`config.mk`:
```
export PLATFORM = sky130hd
export DESIGN_NAME = udcounter_vote
export DESIGN_NICKNAME = d
export VERILOG_FILES = /design/src/rtl/udcounter_vote.sv
export SDC_FILE = /design/constraint.sdc
export NUM_CORES = 1
export LEC_CHECK = 0
export BUFFER_PORTS_ARGS = -buffer_cell sky130_fd_sc_hd__buf_2
export CAP_MARGIN = 20
export CORE_ASPECT_RATIO = 1.25
export CORE_UTILIZATION = 40
export CTS_CLUSTER_DIAMETER = 150
export DETAILED_ROUTE_END_ITERATION = 10
export PLACE_DENSITY = 0.68
export SLEW_MARGIN = 10
export SYNTH_ARGS = -nofsm -noshare
export SYNTH_HDL_FRONTEND = slang
export SYNTH_SLANG_ARGS = --single-unit
```
`constraint.sdc`:
```
create_clock -name CLK -period 6.2 [get_ports CLK]
set_input_delay 0.31 -clock CLK [delete_from_list [all_inputs] [get_ports CLK]]
set_output_delay 0.31 -clock CLK [all_outputs]
set_load 0.02 [all_outputs]
```
`src/rtl/udcounter_vote.sv`:
```
// N-channel saturating up/down counter bank with a registered majority-vote
// hard decision, warm-up valid, decision-change strobe and saturation flags.
module udcounter_vote #(
    parameter int NCH    = 3,
    parameter int CSIZE  = 4,
    parameter int PSAT   = 7,
    parameter int NSAT   = 7,
    parameter int WARMUP = 16
) (
    input  logic                       CLK,
    input  logic                       INIT,
    input  logic                       EN,
    input  logic                       CLR,
    input  logic [NCH-1:0]             BitIN,
    output logic                       BitOUT,
    output logic                       VALID,
    output logic                       CHANGED,
    output logic [$clog2(NCH+1)-1:0]   VOTE_CNT,
    output logic [NCH-1:0]             SAT
);

    localparam int VW = $clog2(NCH+1);
    localparam int WW = $clog2(WARMUP+1);
    localparam logic [CSIZE-1:0] C_PMAX = CSIZE'(PSAT);
    localparam logic [CSIZE-1:0] C_NMIN = CSIZE'(-NSAT);

    logic [NCH-1:0][CSIZE-1:0] r_cnt;
    logic [NCH-1:0][CSIZE-1:0] w_cnt_nxt;
    logic [NCH-1:0]            w_sat_nxt;
    logic [VW-1:0]             w_neg;
    logic                      w_bit_nxt;
    logic [WW-1:0]             r_warm;
    logic [WW-1:0]             w_warm_nxt;
    logic                      r_bit;
    logic                      r_valid;
    logic                      r_changed;
    logic [VW-1:0]             r_vote;
    logic [NCH-1:0]            r_sat;

    // Vote and flags are taken from the next-state counters so a sample shows
    // up on the outputs right after the edge that consumes it.
    always_comb begin
        w_neg     = '0;
        w_sat_nxt = '0;
        w_cnt_nxt = r_cnt;
        for (int unsigned c = 0; c < NCH; c++) begin
            if (BitIN[c] && (r_cnt[c] != C_PMAX))
                w_cnt_nxt[c] = r_cnt[c] + CSIZE'(1);
            else if (!BitIN[c] && (r_cnt[c] != C_NMIN))
                w_cnt_nxt[c] = r_cnt[c] - CSIZE'(1);
            w_neg        = w_neg + VW'(w_cnt_nxt[c][CSIZE-1]);
            w_sat_nxt[c] = (w_cnt_nxt[c] == C_PMAX) || (w_cnt_nxt[c] == C_NMIN);
        end
        w_bit_nxt  = !(w_neg > VW'(NCH/2));
        w_warm_nxt = (r_warm == WW'(WARMUP)) ? r_warm : r_warm + WW'(1);
    end

    always_ff @(posedge CLK or posedge INIT) begin
        if (INIT) begin
            r_cnt     <= '0;
            r_bit     <= 1'b1;
            r_valid   <= 1'b0;
            r_changed <= 1'b0;
            r_vote    <= '0;
            r_sat     <= '0;
            r_warm    <= '0;
        end else if (CLR) begin
            r_cnt     <= '0;
            r_bit     <= 1'b1;
            r_valid   <= 1'b0;
            r_changed <= 1'b0;
            r_vote    <= '0;
            r_sat     <= '0;
            r_warm    <= '0;
        end else if (EN) begin
            r_cnt     <= w_cnt_nxt;
            r_bit     <= w_bit_nxt;
            r_vote    <= w_neg;
            r_sat     <= w_sat_nxt;
            r_warm    <= w_warm_nxt;
            r_valid   <= (w_warm_nxt == WW'(WARMUP));
            r_changed <= r_valid && (w_bit_nxt != r_bit);
        end else begin
            r_changed <= 1'b0;
        end
    end

    assign BitOUT   = r_bit;
    assign VALID    = r_valid;
    assign CHANGED  = r_changed;
    assign VOTE_CNT = r_vote;
    assign SAT      = r_sat;

endmodule
```
# Word level (Yosys, flattened, before mapping)
# Index checks and enable logic that the tools add are counted.
[totals]
regBits = 25
latchBits = 0
ramBits = 0
romBits = 0
input_bits = 7
word_cells = 70
n_memories = 0
[classes]
addsub = 9
n_mul = 0
div_mod_pow = 0
magnitude_cmp = 1
n_eq_ne = 15
n_shift = 0
muxes = 21
bitwise_logic = 0
reduce_logical = 15
[op_table]
columns = ["op", "count"]
rows = [
  ["two-way mux 12 bit", 2],
  ["two-way mux 4 bit", 6],
  ["two-way mux 5 bit", 3],
  ["adder 4 x 1 -> 4 bit (second input constant)", 3],
  ["== test 4 x 3 -> 1 bit (second input constant)", 3],
  ["== test 4 bit (second input constant)", 3],
  ["inequality test 4 x 3 -> 1 bit (second input constant)", 3],
  ["inequality test 4 bit (second input constant)", 3],
  ["subtractor 4 x 1 -> 4 bit (second input constant)", 3],
  ["== test 5 bit (second input constant)", 2],
  ["logical AND 1 bit", 7],
  ["two-way mux 1 bit", 6],
  ["two-way mux 3 bit", 2],
  ["adder 5 x 1 -> 5 bit (second input constant)", 1],
  ["logical NOT 1 bit", 4],
  ["two-way mux 2 bit", 2],
  ["logical OR 1 bit", 3],
  ["adder 1 x 1 -> 2 bit", 1],
  ["adder 2 x 1 -> 2 bit", 1],
  ["greater-than comparator 2 x 1 -> 1 bit (second input constant)", 1],
  ["nonzero test 2 bit", 1],
  ["inequality test 1 bit", 1],
]

# Depth between registers and ports, before layout
[depth]
depth_word = 12
depth_mapped = 8

# Worst setup path after synthesis
# Ideal clock, no wire load.
[synth_timing]
path_type = "reg2reg"
startpoint = "register r_cnt[6] in the netlist's numbering"
endpoint = "register r_changed, in the netlist CHANGED"
setup_time_ps = 120
arrival_ps = 2106
slack_ps = 3974
path_stages_with_launch = 9
cell_sequence = "dfrtp_1 -> buf_6 -> or4_4 -> o21a_1 -> o21ai_2 -> inv_2 -> fa_1 -> xor2_1 -> and3_1"
[synth_via]
elab_chain_cells = 12
word_cells_on_any_way = 16
classes_between = "4 x add/sub; 1 x order compare; 3 x eq/ne; 4 x mux; 4 x reduce/logical"
[synth_lines]
columns = ["element", "line_no", "source"]
rows = [
  ["start: declaration", "27", "logic [NCH-1:0][CSIZE-1:0] r_cnt;"],
  ["start signal: assignment", "76", "r_cnt <= w_cnt_nxt;"],
  ["parallel branches: the longest is 3 deep, another holds subtractor 4 x 1 -> 4 bit", "-", ""],
  ["two-way mux 4 bit *", "47", "if (BitIN[c] && (r_cnt[c] != C_PMAX))"],
  ["adder 1 x 1 -> 2 bit *", "51", "w_neg = w_neg + VW'(w_cnt_nxt[c][CSIZE-1]);"],
  ["adder 2 x 1 -> 2 bit *", "51", ""],
  ["greater-than comparator 2 x 1 -> 1 bit *", "54", "w_bit_nxt = !(w_neg > VW'(NCH/2));"],
  ["logical NOT 1 bit *", "54", ""],
  ["inequality test 1 bit *", "82", "r_changed <= r_valid && (w_bit_nxt != r_bit);"],
  ["logical AND 1 bit *", "82", ""],
  ["two-way mux 1 bit *", "75", "end else if (EN) begin"],
  ["two-way mux 1 bit *", "67", "end else if (CLR) begin"],
  ["end signal: assignment", "82", ""],
  ["end: declaration", "36", "logic r_changed;"],
]
# Mark *: on every way between the ends.
# A chain may end at the register's enable or synchronous reset.

# Worst setup path after layout
[layout_timing]
startpoint = "register r_cnt[2] in the netlist's numbering"
endpoint = "register r_changed, in the netlist CHANGED"
# The elaborated chain is that of the path after synthesis.

==> qor.log <==
INFO  yosys          ys_types=48
INFO  layout         antennaDiodeCount=0
INFO  placement      detailed_placement_wirelength_estimate=2.47mm
INFO  floorplan      die-height=77.0um
INFO  cts            ctsLongestPathBuffers=2
INFO  setup_path     crit_required=6.37ns
INFO  cts            path_clk_slew=0.09ns
INFO  routing        routed_via_density=5.46
INFO  timing         slew_at_the_pin_with_the_worst_max_slew_slack=0.558ns
INFO  yosys          yosysWarningCount=0
INFO  placement      postPlaceCellArea=1880um2
INFO  pwr            cellPowerDensity=204nW/um2
INFO  floorplan      initial_utilization=42.9%
INFO  setup_path     critPathLaunchType=flip-flop
INFO  setup_path     crit_path_max_delay_cell_type=or4_4
INFO  routing        final_antenna_net_count=0
INFO  floorplan      die_width=62.0um
INFO  yosys          synthesis.area=1800um2
INFO  pwr            ir_worst_vdd=0.0000882V
INFO  routing        drt_first_pass_iters=4
INFO  routing        vias=1408
INFO  placement      routabilityCongestion=0.748
INFO  grt            grt_first_pass_wirelength=5.55mm
INFO  floorplan      io_pins=15
INFO  grt            grt_start_max_net_pins=26
INFO  yosys          synth.avg_cell_area=9.32um2
INFO  setup_path     crit_chain=or4_4 -> o211ai_1 -> inv_1 -> fa_1 -> xor2_1 -> and3_1
INFO  pwr            p_leak=0.875nW
INFO  yosys          ys_seq_elements=25
INFO  cts            numCtsBuffers=3
INFO  cts            cts-hold-fix-buffers=0
INFO  cts            cts_repair_resize_count=0
INFO  cts            insertion_delay=0.27ns
INFO  grt            via_count_of_the_first_global_routing_pass=1284
INFO  routing        detail_route.drc_violations=0
INFO  setup_path     r2r_slack=3.86ns
INFO  floorplan      design.core.area=4200um2
INFO  layout         drive_gt1_share=17.8%
INFO  yosys          synth_top_area_share=33.4%
INFO  layout         highest_count_cells_in_the_layout_ignoring_fill_and_taps=dfrtp_1, nor2_1, nand2_1, inv_1, buf_2
INFO  timing         period_share=37.7%
INFO  floorplan      placementRows=26
INFO  yosys          syn-num-nets=212
INFO  layout         fin_area=1940um2
INFO  timing         period_minus_slack=2.34ns
INFO  cts            cts-htree-levels=1
INFO  timing         final.setup_skew=0.00406ns
INFO  setup_path     worstPathMaxFanout=7
INFO  run            maxCapViolCount=0
INFO  yosys          synth_top_flop_cell=dfrtp_1
INFO  layout         commonest_non_fill_non_tap_cell_in_the_layout=dfrtp_1
INFO  cts            root_buffer=clkbuf_8
INFO  layout         flow.area_growth_from_synthesis=7.93%
INFO  setup_path     timing.critical_path.to_type=flip-flop
INFO  hold_path      min_path_type=primary input to async pin
INFO  status         run_status=completed
INFO  setup_path     r2r-end=CHANGED
INFO  setup_path     worst_path_arrival_time=2.50ns
INFO  routing        wirelength=3.36mm
INFO  floorplan      die_area=4770um2
INFO  grt            globalRouteTotalUtil=15.4%
INFO  timing         max_freq=0.428GHz
INFO  yosys          synth_top_cell_by_area=dfrtp_1
INFO  timing         report.final.slew_viol_count=0
INFO  yosys          number_of_enable_flip_flop_cells_after_synthesis=0
INFO  setup_path     crit_type=flip-flop to flip-flop
INFO  setup_path     slowest_delay=0.54ns
INFO  routing        drt_first_iter_violations=49
INFO  setup_path     reg2reg_from=r_cnt[2]
INFO  timing         slew-limit-headroom=62.7%
INFO  layout         fin_nets=222
INFO  layout         fill_cells=410
INFO  timing         finalHoldViolations=0
INFO  timing         rsz0062_at_grt=false
INFO  cts            tritoncts=built
INFO  yosys          async_reset_ff_share=100%
INFO  yosys          seq_area_frac_synth=34.8%
INFO  grt            grt.overflow.total=0
INFO  cts            cts.sink_count=25
INFO  timing         setup-violations-final=0
INFO  yosys          synth_top_cells_by_area=dfrtp_1, ha_1, mux2i_1, nor2_1, nand2_1
INFO  yosys          syn-instance-count=193
INFO  routing        route.detailed.wl_per_inst=13.0um
INFO  setup_path     reg2regPathDepth=6
INFO  layout         fin_util=46.3%
INFO  timing         final.setup.tns=0ns
INFO  grt            antenna_found_initial=0
INFO  cts            postCtsSetupBuffers=0
INFO  placement      io_buffers=14
==> flip-flops by register name, indices dropped and copies added (netlist names) <==
register,cells
CHANGED,1
VALID,1
r_warm,5
VOTE_CNT,2
BitOUT,1
r_cnt,12
SAT,3
==> metrics by stage <==
step | setup slack [ns] | hold slack, ns | std cells | power (mW)
finish | 3.86 | 0.0584 | 258 | 0.397
global route | 3.75 | 0.112 | 258 | 0.424
CTS | 3.86 | 0.293 | 257 | 0.400
detailed placement | 3.88 | 0.473 | 253 | 0.303
global placement | 3.93 | 0.469 | 253 | 0.300
floorplan | 3.97 | 0.337 | 193 | 0.279
==> cell families (layout without fill, tap and decap cells) <==
group                    Yosys count  count (layout)  share of synthesized area, %
buffers and inverters             26              35                          6.54
XOR/XNOR                           7               7                          3.41
multiplexers                       9               9                          5.01
flip-flops                        25              25                          34.8
AO/OA/AOI/OAI                     44              44                          19.0
AND/OR/NAND/NOR                   70              70                          22.5
adder cells (fa/ha/maj)           12              12                          8.76
==> routing by layer <==
| layer | track usage (%) | share of wire (%) | up-vias |
|---|---|---|---|
| li1 | - | - | 716 |
| met1 | 19.6 | 47 | 676 |
| met2 | 25.3 | 50 | 12 |
| met3 | 2.53 | 1.8 | 4 |
| met4 | 5.33 | 1.1 | 0 |
| met5 | 0 | 0 | - |
==> power by group <==
part           total [mW]  internal (mW)  leakage, nW  switching [mW]
sequential          0.193          0.176        0.334          0.0175
clock              0.0974         0.0460       0.0228          0.0514
combinational       0.106         0.0470        0.519          0.0592
total               0.397          0.269        0.875           0.128
==> cell type report <==
cell class / instances / area (um2) / share of cell area [%]
multi-input combinational: 142 / 1050 / 54.3
timing repair buffer: 15 / 85.1 / 4.38
inverter: 16 / 60.1 / 3.09
sequential: 25 / 627 / 32.3
clock buffer: 4 / 45.0 / 2.32
tap: 56 / 70.1 / 3.61
==> critical path: cells and delay by family, from the launching register on <==
kind            cells  cell delay (ns)
flops               1             0.45
fa+ha+maj           1             0.46
xor+xnor            1             0.17
buf+inv             1             0.15
simple gates        2             0.71
compound gates      1             0.29
==> how the worst max path moves through the flow <==
stage          depth (start not counted)  startpoint  endpoint  slack, ns
3_5_place_dp                           6    r_cnt[1]   CHANGED       3.88
4_1_cts                                6    r_cnt[1]   CHANGED       3.86
5_1_grt                                6    r_cnt[1]   CHANGED       3.75
6_report                               6    r_cnt[2]   CHANGED       3.86
2_1_floorplan                          8    r_cnt[6]   CHANGED       3.97
3_3_place_gp                           6    r_cnt[1]   CHANGED       3.93
==> cell usage after synthesis, types with 2 or more instances <==
library cell,number
or2_2,2
inv_1,15
a211oi_1,2
clkbuf_1,2
mux2i_1,9
o21a_1,4
nand4b_1,3
nor2b_1,3
o211ai_1,4
a21o_1,3
buf_2,3
nand3_1,5
o21ai_2,2
dfrtp_1,24
buf_1,2
nand4_1,7
a221oi_1,3
and4bb_2,2
a21oi_1,5
o211a_1,2
buf_6,2
or4_4,3
ha_1,11
a31o_2,2
nand2_1,16
o31ai_1,3
nor2_1,17
o21ai_0,6
o211ai_2,4
xnor2_1,2
xor2_1,5
nand3b_1,4
(Power assumes the default switching activity.)
